==> config.mk <==
export PLATFORM = sky130hd
export DESIGN_NAME = control_sequencer
export DESIGN_NICKNAME = d
export VERILOG_FILES = /design/src/rtl/control_sequencer.sv
export SDC_FILE = /design/constraint.sdc
export NUM_CORES = 1
export LEC_CHECK = 0
export ABC_CLOCK_PERIOD_IN_PS = 2530
export CAP_MARGIN = 20
export CORE_MARGIN = 4
export CORE_UTILIZATION = 40
export CTS_BUF_LIST = sky130_fd_sc_hd__clkbuf_8
export CTS_CLUSTER_SIZE = 14
export DETAILED_ROUTE_END_ITERATION = 6
export PLACE_DENSITY_LB_ADDON = 0.05
export SLEW_MARGIN = 40
export SYNTH_ARGS = -nofsm -noshare
export SYNTH_HDL_FRONTEND = slang
export SYNTH_SLANG_ARGS = --single-unit
==> constraint.sdc <==
create_clock -name i_clk -period 2.53 [get_ports i_clk]
set_input_delay 0.506 -clock i_clk [delete_from_list [all_inputs] [get_ports i_clk]]
set_output_delay 0.506 -clock i_clk [all_outputs]
set_load 0.02 [all_outputs]
==> src/rtl/control_sequencer.sv <==
// ---------------------------------------------------------------------------
// control_sequencer
//   Microcode sequencer for a small 8-bit accumulator CPU. It steps through
//   microsteps 0..4 and produces the control word that strobes the register
//   loads and enables.
//
//   state   | meaning
//   --------+------------------------------------------------------------
//   RUN     | stepping through fetch (0,1) and execute (2..4) microsteps
//   HALTED  | HLT executed; o_ctrl pinned to HLT, only reset leaves
//
// Ports
//   i_clk      system clock, all state updates on the rising edge
//   i_rst      synchronous, active-high reset
//   i_run      step enable; low freezes the step and blanks o_ctrl
//   i_opcode   instruction register high nibble, decoded live
//   i_flag_c   carry flag, used by JC at step 2
//   i_flag_z   zero flag, used by JZ at step 2
//   o_ctrl     control word {HLT,MI,RI,RO,IO,II,AI,AO,EO,SU,BI,OI,CE,CO,J,FI}
//   o_step     current microstep 0..4
//   o_halted   high while HALTED
// ---------------------------------------------------------------------------
module control_sequencer #(
  parameter int unsigned EARLY_END = 1
) (
  input  logic        i_clk,
  input  logic        i_rst,
  input  logic        i_run,
  input  logic [3:0]  i_opcode,
  input  logic        i_flag_c,
  input  logic        i_flag_z,
  output logic [15:0] o_ctrl,
  output logic [2:0]  o_step,
  output logic        o_halted
);

  localparam logic [15:0] C_HLT = 16'h8000;
  localparam logic [15:0] C_MI  = 16'h4000;
  localparam logic [15:0] C_RI  = 16'h2000;
  localparam logic [15:0] C_RO  = 16'h1000;
  localparam logic [15:0] C_IO  = 16'h0800;
  localparam logic [15:0] C_II  = 16'h0400;
  localparam logic [15:0] C_AI  = 16'h0200;
  localparam logic [15:0] C_AO  = 16'h0100;
  localparam logic [15:0] C_EO  = 16'h0080;
  localparam logic [15:0] C_SU  = 16'h0040;
  localparam logic [15:0] C_BI  = 16'h0020;
  localparam logic [15:0] C_OI  = 16'h0010;
  localparam logic [15:0] C_CE  = 16'h0008;
  localparam logic [15:0] C_CO  = 16'h0004;
  localparam logic [15:0] C_J   = 16'h0002;
  localparam logic [15:0] C_FI  = 16'h0001;

  localparam logic [3:0] OP_LDA = 4'h1;
  localparam logic [3:0] OP_ADD = 4'h2;
  localparam logic [3:0] OP_SUB = 4'h3;
  localparam logic [3:0] OP_STA = 4'h4;
  localparam logic [3:0] OP_LDI = 4'h5;
  localparam logic [3:0] OP_JMP = 4'h6;
  localparam logic [3:0] OP_JC  = 4'h7;
  localparam logic [3:0] OP_JZ  = 4'h8;
  localparam logic [3:0] OP_OUT = 4'hE;
  localparam logic [3:0] OP_HLT = 4'hF;

  localparam logic [2:0] LAST_STEP = 3'd4;

  typedef enum logic {
    ST_RUN    = 1'b0,
    ST_HALTED = 1'b1
  } state_t;

  state_t      r_state;
  logic [2:0]  r_step;
  logic [15:0] w_word;
  logic [2:0]  w_next_step;
  logic        w_early;

  // Microcode decode for the current step; not gated by i_run or state.
  always_comb begin
    w_word = 16'h0000;
    case (r_step)
      3'd0: w_word = C_CO | C_MI;
      3'd1: w_word = C_RO | C_II | C_CE;
      3'd2: begin
        case (i_opcode)
          OP_LDA, OP_ADD, OP_SUB, OP_STA: w_word = C_IO | C_MI;
          OP_LDI: w_word = C_IO | C_AI;
          OP_JMP: w_word = C_IO | C_J;
          OP_JC:  w_word = i_flag_c ? (C_IO | C_J) : 16'h0000;
          OP_JZ:  w_word = i_flag_z ? (C_IO | C_J) : 16'h0000;
          OP_OUT: w_word = C_AO | C_OI;
          OP_HLT: w_word = C_HLT;
          default: w_word = 16'h0000;
        endcase
      end
      3'd3: begin
        case (i_opcode)
          OP_LDA:         w_word = C_RO | C_AI;
          OP_ADD, OP_SUB: w_word = C_RO | C_BI;
          OP_STA:         w_word = C_AO | C_RI;
          default:        w_word = 16'h0000;
        endcase
      end
      3'd4: begin
        case (i_opcode)
          OP_ADD:  w_word = C_EO | C_AI | C_FI;
          OP_SUB:  w_word = C_EO | C_AI | C_SU | C_FI;
          default: w_word = 16'h0000;
        endcase
      end
      default: w_word = 16'h0000;
    endcase
  end

  // An empty execute step means the instruction has nothing left to do.
  assign w_early = (EARLY_END != 0) && (r_step >= 3'd2) && (w_word == 16'h0000);

  always_comb begin
    w_next_step = r_step + 3'd1;
    if (r_step >= LAST_STEP || w_early) begin
      w_next_step = 3'd0;
    end
  end

  always_ff @(posedge i_clk) begin
    if (i_rst) begin
      r_state <= ST_RUN;
      r_step  <= 3'd0;
    end else if (r_state == ST_RUN && i_run) begin
      if (w_word[15]) begin
        // Step is held so the halt point stays visible on o_step.
        r_state <= ST_HALTED;
      end else begin
        r_step <= w_next_step;
      end
    end
  end

  always_comb begin
    o_ctrl = 16'h0000;
    if (r_state == ST_HALTED) begin
      o_ctrl = C_HLT;
    end else if (i_run) begin
      o_ctrl = w_word;
    end
  end

  assign o_step   = r_step;
  assign o_halted = (r_state == ST_HALTED);

endmodule
==> run metrics, run 1 <==
status=completed; clk sink count=4; first-pass GRT wire length=about 3300 microns; Worst setup EP type=output port; fill count=just over 80; TritonCTS clock tree=done; RSZ-0062 raised after global routing=true; crit path from=o_step[1]$_SDFFE_PP0P_; Port Buffers=28; routed len/inst=~15 microns; Final period util=between 90 and 100%; Cells after Synth=73; CP Launch Type=flop; flops & latches, synth=4; critical path type=reg2out; Tot GR Track Use=about 22%; CP max FO=4; share of the yosys chip area belonging to registers=approximately 14%; largest net degree at the start of global routing=11; Die Span Y=about 46 microns; Final setup viols=0; CTS H-tree depth=1; Post-Syn Nets=between 80 and 90; commonest non-fill, non-tap cell in the layout=buf_4; Final Routed Wirelength=roughly 2100 microns; Starting Density=between 40% and 50%; Power per Cell Area=333 mW/mm^2; CTS clock-pin slew for the worst setup and hold paths=approximately 0.03 ns; Core Box Area=~0.0013 sq mm; Antenna Cells=0; Final Max Tran Viols=0; NumNets Final=around 150; Worst EP arrival=between 2 and 2.5 ns; clk_skew=between 0.004 and 0.005 ns; drt first pass iters=4; syn_area_per_cell=between 7 and 8 sq um; Root Driver=clkbuf_8; Post-Layout Cell Count=between 100 and 150; Max clock buf depth=2; vias in the first global route=around 760; clock network latency to the later pin of the worst-skew pair=about 0.23 ns; top cells by area, synth=dfxtp_1 14%, ha_1 11%, nor3_1 5.3%, buf_6 4.0%, inv_1 4.0%; measured slew at the worst slew-check pin=~0.38 ns; Period minus WS final=2.51 ns; worst reg2reg path startpoint=o_step[1]$_SDFFE_PP0P_; top-area cell type share of the netlist area=about 14%; Via density=roughly 5.6; Final Hold Viols=0; library cells used by synthesis=40; hpwl dp=approximately 1500 microns; headroom to the max-slew limit=74.7%; via count=802; share of cells above drive strength 1=between 40% and 50%; post-route DRC violation count=0; worst path required time=~2.0 ns; DP Cell Count=140; Inserted Clock Buffers=3; io pins=29; HP Class=reg2reg; Leak=0.550 nW; IR drop worst, VDD=around 0.33 mV; Synth Cell Area=566 sq um; total power=between 300 and 400 uW; gp weighted congestion=0.809; leading area contributor after synthesis=dfxtp_1; Hold Path Origin=o_step[0]$_SDFFE_PP0P_; Die X=around 46 microns; area grow syn2layout=95.8%; die outline area=0.00208 sq mm; commonest non-fill, non-tap cells in the layout=30 x buf_4, 11 x dlygate4sd2_1, 9 x clkdlybuf4s50_1, 6 x inv_1, 5 x nor2_1; DR iter-0 viols=25; Warnings, synthesis=0; grt ovf=0; Peak Freq=between 0.3 and 0.4 GHz; post-route ant nets=0; antenna violations before repair=0; number of core rows=13; max_cap viols=0
## where the power goes
group	internal, mW	leakage [nW]	switching [mW]
clock network	0.102	0.0216	0.0384
registers	0.0670	0.0332	0.00362
logic	0.0812	0.495	0.0769
total	0.250	0.550	0.119
## registers in the layout (all words and copies together) (netlist names)
register and cells:
o_halted 1, o_step 3
## final timing paths
check                                 to  slack (ns)  cells past startpoint
hold reg to reg   o_step[0]$_SDFFE_PP0P_        0.60                      2
hold / removal    o_step[0]$_SDFFE_PP0P_        0.60                      2
setup / recovery               o_ctrl[9]        0.02                      8
setup reg to reg  o_step[2]$_SDFFE_PP0P_        0.44                      9
## synthesized netlist by cell type
library cell and n:
inv_1 6, nor3_1 6, ha_1 5, nor2_1 5, dfxtp_1 4, and3_1 3
nand2_1 3, nor2b_1 3, a31oi_1 2, buf_4 2, buf_6 2, nor4_1 2
o22ai_1 2, o32ai_1 2, a21o_1 1, a21oi_1 1, a311o_1 1, and2_1 1
and2b_2 1, and3_2 1, and3b_1 1, clkbuf_8 1, mux2i_1 1, nand2b_1 1
nand3_1 1, nand3b_1 1, nand4b_1 1, nor2_4 1, nor3b_1 1, nor4b_1 1
o211ai_1 1, o21ai_0 1, o21bai_1 1, o31ai_1 1, o31ai_2 1, o41ai_1 1
or2_2 1, or3_1 1, or3_2 1, xnor2_1 1
## logic make-up (layout without fill, tap and decap cells)
family	Yosys count	in the layout	synth area share [%]
AO/OA/AOI/OAI	15	15	20.1
adder cells (fa/ha/maj)	5	5	11.1
XOR/XNOR	1	1	1.55
multiplexers	1	1	1.77
flip-flops	4	4	14.2
AND/OR/NAND/NOR	36	36	38.3
buffers and inverters	11	67	13.1
## metrics by stage
stage | hold slack (ns) | utilization, % | TNS, ns | area, sq um | setup slack, ns
2_1_floorplan | 0.578 | - | 0 | 572 | 0.0689
5_1_grt | 0.621 | 84.0 | -0.101 | 1110 | -0.0712
3_3_place_gp | 0.578 | 78.7 | -3.57 | 1040 | -0.463
3_5_place_dp | 0.608 | 78.7 | -3.89 | 1040 | -0.475
6_report | 0.604 | 84.0 | 0 | 1110 | 0.0175
4_1_cts | 0.613 | 81.9 | -0.116 | 1080 | -0.116
## routing by layer
metal / global-route usage (%) / part of all wire (%) / vias up
met5: 0 / 0 / -
met4: 3.51 / 0.56 / 0
met2: 38.4 / 50 / 44
met3: 6.72 / 8.9 / 3
met1: 26.1 / 41 / 371
li1: - / - / 384
## timing repair
action	CTS	global route
gates resized for setup	25	21
endpoints found under the hold margin	0	0
hold buffers	0	0
setup buffers	0	1
pin swaps	1	3
setup endpoints to repair	15	9
## final cells by class
class / instances / area [sq um] / share of cell area, %
clock buffers: 3 / 41.3 / 3.73
inverters: 6 / 22.5 / 2.03
multi-input cells: 58 / 460 / 41.6
flip-flops and latches: 4 / 83.8 / 7.57
well taps: 15 / 18.8 / 1.69
repair buffers: 58 / 480 / 43.4
## worst max-delay path, stage by stage (launching register included)
cell     delay [ns]
dfxtp_1        0.32
buf_4          0.13
ha_2           0.19
ha_4           0.16
nor2b_2        0.13
a31oi_1        0.06
o41ai_2        0.40
nor2b_2        0.25
buf_6          0.13
Note: power is estimated with default switching activity, not from simulation.
==> run 2: changes to the inputs <==
Settings changed: ABC_CLOCK_PERIOD_IN_PS 2530 to not set.
==> results of run 2 <==
No change in the layout: final DEF, timing and power equal those of run 1.
==> run 3: changes to the inputs <==
Settings changed: SLEW_MARGIN 40 to not set.
==> results of run 3 <==
No change in the layout: final DEF, timing and power equal those of run 1.
